===== config.mk =====
export PLATFORM = sky130hd
export DESIGN_NAME = ps2_frame_receiver_flat
export DESIGN_NICKNAME = d
export VERILOG_FILES = /design/src/rtl/ps2_frame_receiver_if.sv /design/src/rtl/ps2_frame_receiver.sv /design/src/flat_wrapper.sv
export SDC_FILE = /design/constraint.sdc
export NUM_CORES = 1
export LEC_CHECK = 0
export ABC_AREA = 0
export BUFFER_PORTS_ARGS = -buffer_cell sky130_fd_sc_hd__buf_4
export CAP_MARGIN = 40
export CELL_PAD_IN_SITES_DETAIL_PLACEMENT = 1
export CELL_PAD_IN_SITES_GLOBAL_PLACEMENT = 2
export CORE_MARGIN = 3
export CORE_UTILIZATION = 42
export CTS_BUF_LIST = sky130_fd_sc_hd__clkbuf_8
export CTS_CLUSTER_SIZE = 20
export DETAILED_ROUTE_END_ITERATION = 7
export GPL_TIMING_DRIVEN = 0
export PLACE_DENSITY_LB_ADDON = 0.05
export SLEW_MARGIN = 25
export SYNTH_ARGS = -nofsm -noshare
export SYNTH_HDL_FRONTEND = slang
export SYNTH_SLANG_ARGS = --single-unit

===== constraint.sdc =====
create_clock -name clk -period 2.36 [get_ports clk]
set_input_delay 0.354 -clock clk [delete_from_list [all_inputs] [get_ports clk]]
set_output_delay 0.354 -clock clk [all_outputs]
set_load 0.03 [all_outputs]

===== src/rtl/ps2_frame_receiver_if.sv =====
// Bundle between the PS/2 receiver and its surroundings: debounced line levels
// in, received byte plus status strobes out.
interface ps2_frame_receiver_if;
  logic       ps2_clk;
  logic       ps2_data;
  logic [7:0] data_out;
  logic       data_valid;
  logic       parity_error;
  logic       frame_error;
  logic       timeout_error;
  logic       busy;

  // The master drives the PS/2 line levels and consumes the decoded results.
  modport master (
    output ps2_clk, ps2_data,
    input  data_out, data_valid, parity_error, frame_error, timeout_error, busy
  );

  modport slave (
    input  ps2_clk, ps2_data,
    output data_out, data_valid, parity_error, frame_error, timeout_error, busy
  );
endinterface


===== src/rtl/ps2_frame_receiver.sv =====
// PS/2 device-to-host frame receiver: samples data on PS/2 clock falling edges,
// checks odd parity and the stop bit, and aborts stalled frames on timeout.
module ps2_frame_receiver #(
  parameter int TIMEOUT_CYCLES = 50000
) (
  input  logic                 clk,
  input  logic                 rst,
  ps2_frame_receiver_if.slave  bus
);

  localparam int TW = (TIMEOUT_CYCLES > 1) ? $clog2(TIMEOUT_CYCLES) : 1;
  localparam logic [TW-1:0] TIMER_LAST = TW'(TIMEOUT_CYCLES - 1);

  typedef enum logic [1:0] {
    S_IDLE,
    S_DATA,
    S_PARITY,
    S_STOP
  } state_t;

  state_t          r_state;
  logic            r_clk_prev;
  logic [2:0]      r_bit_cnt;
  logic [7:0]      r_shift;
  logic            r_par_bit;
  logic [TW-1:0]   r_timer;
  logic [7:0]      r_data_out;
  logic            r_data_valid;
  logic            r_parity_error;
  logic            r_frame_error;
  logic            r_timeout_error;
  logic            r_busy;

  logic            w_fall;
  logic            w_timeout;
  logic            w_ok_par;
  logic            w_ok_stop;

  // Odd parity over data plus parity bit must give an odd count of ones.
  function automatic logic odd_parity_ok(input logic [7:0] d, input logic p);
    return ((^d) ^ p) == 1'b1;
  endfunction

  assign w_fall    = r_clk_prev & ~bus.ps2_clk;
  assign w_timeout = (r_state != S_IDLE) && (r_timer == TIMER_LAST) && !w_fall;
  assign w_ok_par  = odd_parity_ok(r_shift, r_par_bit);
  assign w_ok_stop = bus.ps2_data;

  always_ff @(posedge clk or posedge rst) begin
    if (rst) begin
      r_state         <= S_IDLE;
      r_clk_prev      <= 1'b1;
      r_bit_cnt       <= 3'd0;
      r_shift         <= 8'h00;
      r_par_bit       <= 1'b0;
      r_timer         <= '0;
      r_data_out      <= 8'h00;
      r_data_valid    <= 1'b0;
      r_parity_error  <= 1'b0;
      r_frame_error   <= 1'b0;
      r_timeout_error <= 1'b0;
      r_busy          <= 1'b0;
    end else begin
      r_clk_prev      <= bus.ps2_clk;
      r_data_valid    <= 1'b0;
      r_parity_error  <= 1'b0;
      r_frame_error   <= 1'b0;
      r_timeout_error <= 1'b0;

      if (r_state == S_IDLE || w_fall) begin
        r_timer <= '0;
      end else begin
        r_timer <= r_timer + TW'(1);
      end

      // A fall in the final timer cycle wins, since w_timeout excludes it.
      if (w_timeout) begin
        r_state         <= S_IDLE;
        r_busy          <= 1'b0;
        r_bit_cnt       <= 3'd0;
        r_timer         <= '0;
        r_timeout_error <= 1'b1;
      end else if (w_fall) begin
        case (r_state)
          S_IDLE: begin
            if (!bus.ps2_data) begin
              r_state   <= S_DATA;
              r_busy    <= 1'b1;
              r_bit_cnt <= 3'd0;
            end
          end
          S_DATA: begin
            r_shift   <= {bus.ps2_data, r_shift[7:1]};
            r_bit_cnt <= r_bit_cnt + 3'd1;
            if (r_bit_cnt == 3'd7) begin
              r_state <= S_PARITY;
            end
          end
          S_PARITY: begin
            r_par_bit <= bus.ps2_data;
            r_state   <= S_STOP;
          end
          S_STOP: begin
            r_state        <= S_IDLE;
            r_busy         <= 1'b0;
            r_parity_error <= !w_ok_par;
            r_frame_error  <= !w_ok_stop;
            if (w_ok_par && w_ok_stop) begin
              r_data_out   <= r_shift;
              r_data_valid <= 1'b1;
            end
          end
          default: begin
            r_state <= S_IDLE;
            r_busy  <= 1'b0;
          end
        endcase
      end
    end
  end

  assign bus.data_out      = r_data_out;
  assign bus.data_valid    = r_data_valid;
  assign bus.parity_error  = r_parity_error;
  assign bus.frame_error   = r_frame_error;
  assign bus.timeout_error = r_timeout_error;
  assign bus.busy          = r_busy;

endmodule

===== src/flat_wrapper.sv =====
// flat-port wrapper written by rule: the top's interface ports become plain ports
module ps2_frame_receiver_flat 
#(
  parameter int TIMEOUT_CYCLES = 50000
)
  (clk, rst, bus_ps2_clk, bus_ps2_data, bus_data_out, bus_data_valid, bus_parity_error, bus_frame_error, bus_timeout_error, bus_busy);
  ps2_frame_receiver_if bus_i ();
  input  logic clk;
  input  logic rst;
  input wire logic [$bits(bus_i.ps2_clk)-1:0] bus_ps2_clk;
  input wire logic [$bits(bus_i.ps2_data)-1:0] bus_ps2_data;
  output wire logic [$bits(bus_i.data_out)-1:0] bus_data_out;
  output wire logic [$bits(bus_i.data_valid)-1:0] bus_data_valid;
  output wire logic [$bits(bus_i.parity_error)-1:0] bus_parity_error;
  output wire logic [$bits(bus_i.frame_error)-1:0] bus_frame_error;
  output wire logic [$bits(bus_i.timeout_error)-1:0] bus_timeout_error;
  output wire logic [$bits(bus_i.busy)-1:0] bus_busy;
  assign bus_i.ps2_clk = bus_ps2_clk;
  assign bus_i.ps2_data = bus_ps2_data;
  assign bus_data_out = bus_i.data_out;
  assign bus_data_valid = bus_i.data_valid;
  assign bus_parity_error = bus_i.parity_error;
  assign bus_frame_error = bus_i.frame_error;
  assign bus_timeout_error = bus_i.timeout_error;
  assign bus_busy = bus_i.busy;
  ps2_frame_receiver #(.TIMEOUT_CYCLES(TIMEOUT_CYCLES)) u_core (.clk(clk), .rst(rst), .bus(bus_i));
endmodule

* Word level (Yosys, flattened, before mapping)
Index checks and enable logic that the tools add are counted.
** Word-level totals
- Input bits :: 4
- Output and inout port bits :: 13
- Word-level logic and storage cells :: 70
- Register bits :: 44
** Operators by class
- Muxes and demuxes :: 26
- $add $sub $neg :: 2
- Equal/unequal tests :: 7
- Reduce and logical (&&, ||, !) cells :: 19
- Bitwise gates (word level) :: 4
** Operators with widths (count)
- $mux W16 :: 2
- $add A16 B1 Y16 const B :: 1
- $eq A16 B16 Y1 const B :: 1
- $reduce_and A3 Y1 :: 5
- $mux W1 :: 14
- $mux W3 :: 3
- $mux W2 :: 4
- $pmux W2 S4 :: 1
- $reduce_xor A8 Y1 :: 1
- $pmux W3 S2 :: 1
- $reduce_bool A3 Y1 :: 2
- $eq A2 B2 Y1 const B :: 2
- $reduce_and A4 Y1 :: 1
- $reduce_bool A2 Y1 :: 2
- $add A3 B1 Y3 const B :: 1
- $eq A3 B3 Y1 const B :: 1
- $logic_and A1 B1 Y1 :: 3
- $logic_not A1 Y1 :: 3
- $ne A3 B1 Y1 const B :: 1
- $ne A3 B2 Y1 const B :: 1
- $eq A2 B1 Y1 const B :: 1
- $logic_not A2 Y1 :: 1
- $not A1 Y1 :: 2
- $pmux W1 S2 :: 1
- 3 further kinds :: 3

* Depth between registers and ports, before layout
- Depth in word-level cells :: 7
- Mapped depth :: 8
- Depth with buffers taken out :: 6

* Least setup slack after synthesis
No wires, ideal clock.
- Kind :: reg2reg
- Start point :: register u_core.r_state[0]
- End point :: register u_core.r_timer[10]
- Setup slack :: 549 ps
- Required time :: 2239 ps
- Clock period less this slack :: 1811 ps
- Arrival time :: 1690 ps
- Buffers on the path :: 2
- Library setup time :: 121 ps
- Stages on the path, launching flop included :: 9
- Path through :: dfrtp_1 > inv_1 > ha_1 > nand4b_1 > nor3_1 > or3_1 > clkbuf_2 > buf_2 > nor2_1
** On the way
- Longest elaborated chain between the ends :: 4
- Elaborated cells on any way between the ends :: 7
- Those cells by class :: mux (2); reduce/logical (5)
** Ends and longest elaborated chain
- start, declared :: line ps2_frame_receiver.sv:21 : state_t r_state;
- start signal, assigned :: line ps2_frame_receiver.sv:51 : r_state <= S_IDLE;
- start signal, assigned :: line ps2_frame_receiver.sv:78 : r_state <= S_IDLE;
- start signal, assigned :: line ps2_frame_receiver.sv:87 : r_state <= S_DATA;
- $logic_not A2 Y1 or $reduce_bool A2 Y1 (tied branches) :: line ps2_frame_receiver.sv:70, ps2_frame_receiver.sv:45
- $logic_or A1 B1 Y1 or $logic_and A1 B1 Y1 (tied branches) :: line ps2_frame_receiver.sv:70, ps2_frame_receiver.sv:45
- $mux W16 or $logic_and A1 B1 Y1 (tied branches) :: line ps2_frame_receiver.sv:70, ps2_frame_receiver.sv:45
- $mux W16 * :: line ps2_frame_receiver.sv:77 : if (w_timeout) begin
- end signal, assigned :: line ps2_frame_receiver.sv:73 : r_timer <= r_timer + TW'(1);
- end, declared :: line ps2_frame_receiver.sv:26 : logic [TW-1:0] r_timer;
Every way passes the cells marked *; elsewhere a longest branch is shown, timed or not.
A chain may end at the register's enable or synchronous reset.

* Worst setup path in the final report
Ends and elaborated chain as after synthesis.

==> out/qor.yml <==
run_status:
  outcome: "finished clean"
global_route:
  grt_max_degree: 25
  gr-total-overflow: 0
  grt_pass1_wl_mm: 6.29
  track_usage_pct: 15.2
  grt_pass1_vias: 1299
  antenna_found_initial: 0
placed_design:
  place_hpwl_mm: 2.81
  dp_cells: 237
  place_area_mm2: 0.00222
  gp_congestion: 0.775
  port_buffers: 15
pwr:
  seqPwrFrac_pct: 41.1
  irDropWorstVdd_uv: 647
  leakage_nw: 1.11
  p_switching_mw: 0.859
  powerDensity_mw_per_mm2: 1070
  p_clk_share_pct: 23.2
  swShare_pct: 34.2
  combPwrFrac_pct: 35.7
  p_int_mw: 1.65
synth:
  ys.flop_type: "dfrtp_1"
  synth_fa_ha_area_share_pct: 4.96
  yosys_warnings: 0
  avgSynthCellArea_um2: 11.9
  synth_seq_cells: 44
  synth_mux_area_share_pct: 10.0
  synth-compound-area-share_pct: 4.53
  synth_seq_area_share_pct: 54.7
  synth_async_sr_flop_share_pct: 100
  synth_edf_count: 0
  synth_area_leader_cell: "dfrtp_1"
  synth.cell_area_mm2: 0.00202
  ys_top_cells_by_area: "dfrtp_1 (53%), mux2_2 (10%), ha_1 (5.0%)"
  synth_xor_area_share_pct: 10.2
  synth_top_family_by_area: "simple AND/OR/NAND/NOR gates"
  synth_top_cell_area_share_pct: 53.3
  synthSimpleGateAreaFrac_pct: 13.0
  synth_cell_types: 31
  syn_nets: 181
  syn_inst: 169
hold_path:
  hp-class: "in2async"
cts:
  tritoncts: "yes"
  cts-root-buf: "clkbuf_8"
  post_cts.repair.setup_buffers: 0
  cts_buffers: 5
  clk_latency_ns: 0.30
  clk_pin_slew_ns: 0.09
  htreeDepth: 2
  clock_path_buffers: 2
  clkSinkCount: 44
setup_path:
  worst_ep_required_time_ns: 2.54
  reg2reg_slack_ns: 0.18
  cp.arrival_ns: 2.37
  path_max_fanout: 10
  crit_type: "reg2reg"
  start_kind: "flip-flop"
  end_kind: "flip-flop"
  r2r-start: "u_core.r_state[0]"
  crit_start: "u_core.r_state[0]"
sta:
  fmax_ghz: 0.458
  period_share_pct: 92.6
  fin_skew_ns: 0.00496
  hold_viol_final: 0
  hold_ws_ns: 0.0757
  slew_headroom_pct: 62.7
  setup_violations: 0
  period_minus_slack_ns: 2.18
  fin_tns_setup_ns: 0
  worst_slew_pin_slew_ns: 0.555
  drv_slew: 0
routing:
  first_iter_violations: 58
  routed_via_density: 5.25
  drc: 0
  vias: 1287
  wire_per_inst_um: 15.7
  wirelength_mm: 3.85
  antenna_left: 0
  firstDrtPassIters: 4
die:
  die_w_um: 75.3
  io_pins: 17
  start_util_pct: 44.8
  die-area_mm2: 0.00567
  core_area_mm2: 0.00450
  rows: 24
  die_y_um: 75.3
final_layout:
  multiInputGateArea_um2: 873
  num-nets-final: 204
  drive_gt1_share_pct: 26.9
  regArea_mm2: 0.00110
  num_antenna_cells: 0
  nFillCells: 489
  postLayoutCellArea_mm2: 0.00234
  instances_no_fill: 245
  area_delta_synth_final_pct: 16.3
job:
  maxCapViolations: 0
[cell families (layout without fill, tap and decap cells)]
kind of cell | count (synthesis) | after routing
xor gates and xnor gates | 21 | 21
adders and majority gates | 8 | 8
buffers and inverters | 13 | 37
DFF | 44 | 44
AOI/OAI and AO/OA | 12 | 12
muxes | 18 | 18
and+or+nand+nor | 53 | 53
[Yosys cell counts (6+ instances only)]
master   number
nand3_1       6
ha_1          8
xor2_1        8
nand2_1       8
mux2_2       18
nor2_1       23
dfrtp_1      43
xnor2_1      11
inv_1         8
[cell type report]
| class | instances | area share (%) |
|---|---|---|
| multi-input combinational | 112 | 37.2 |
| timing repair buffer | 16 | 5.98 |
| buffer | 5 | 0.961 |
| tap | 52 | 2.77 |
| inverter | 8 | 1.28 |
| sequential | 44 | 47.0 |
| clock inverter | 3 | 1.81 |
| clock buffer | 5 | 2.93 |
[path summary, 6_finish.rpt]
path | end | depth (start not counted)
max in group asynchronous | u_core.r_clk_prev | 3
worst max register to register | u_core.r_timer[10] | 8
worst max-delay path | u_core.r_timer[10] | 8
worst min register to register | u_core.r_timer[0] | 1
min in group clk | u_core.r_clk_prev | 1
worst min-delay path | u_core.bus.data_out[6] | 2
[state kept, by name (all words and copies together) (netlist names), 2 cells and up]
register	count
u_core.r_shift	8
u_core.r_timer	16
u_core.r_bit_cnt	3
u_core.bus.data_out	8
u_core.r_state	2
[per-stage QoR]
step / setup WS [ns] / util (%) / power (mW)
floorplan: 0.549 / - / 1.72
global placement: 0.130 / 48.7 / 1.91
detailed placement: 0.113 / 49.3 / 1.96
CTS: 0.0800 / 51.8 / 2.55
global route: -0.00164 / 52.1 / 2.67
finish: 0.175 / 52.1 / 2.51
[worst max-delay path, cell delays in order, from the launching register on]
cell and delay, ns:
dfrtp_1 0.41, inv_1 0.11, ha_1 0.28, nand4b_1 0.25, nor3_2 0.33, or3_1 0.16, clkbuf_2 0.18, buf_2 0.25
nor2_1 0.08
[power groups by stage]
| stage | clock, mW | combinational, mW | sequential, mW |
|---|---|---|---|
| 2_1_floorplan | 0 | 0.632 | 1.09 |
| 3_3_place_gp | 0 | 0.875 | 1.04 |
| 3_5_place_dp | 0 | 0.911 | 1.05 |
| 4_1_cts | 0.598 | 0.912 | 1.03 |
| 5_1_grt | 0.624 | 0.986 | 1.06 |
| 6_report | 0.582 | 0.894 | 1.03 |
[what timing repair did]
action	in CTS	in global routing
setup endpoints to repair	0	10
hold endpoints to repair	0	0
resized for setup	0	2
hold buffers	0	0
[layer usage]
layer	vias up	track usage [%]	part of all wire, %
met1	638	21.0	48
li1	620	-	-
met4	0	6.99	1.7
met3	7	3.96	3.2
met5	-	0	0
met2	22	22.3	47
[layout by cell type, fill, tap and decap left out, types with 2 or more instances in the layout]
| master | n |
|---|---|
| a22o_1 | 2 |
| a22oi_1 | 2 |
| a32o_1 | 3 |
| buf_4 | 15 |
| clkbuf_1 | 2 |
| clkbuf_2 | 2 |
| clkbuf_8 | 5 |
| dfrtp_1 | 43 |
| ha_1 | 8 |
| inv_1 | 7 |
| mux2_2 | 18 |
| nand2_1 | 8 |
| nand3_1 | 6 |
| nand4_1 | 3 |
| nor2_1 | 23 |
| nor3_1 | 2 |
| nor4_1 | 3 |
| o21ai_0 | 3 |
| xnor2_1 | 11 |
| xor2_1 | 8 |
(Power assumes the default switching activity.)
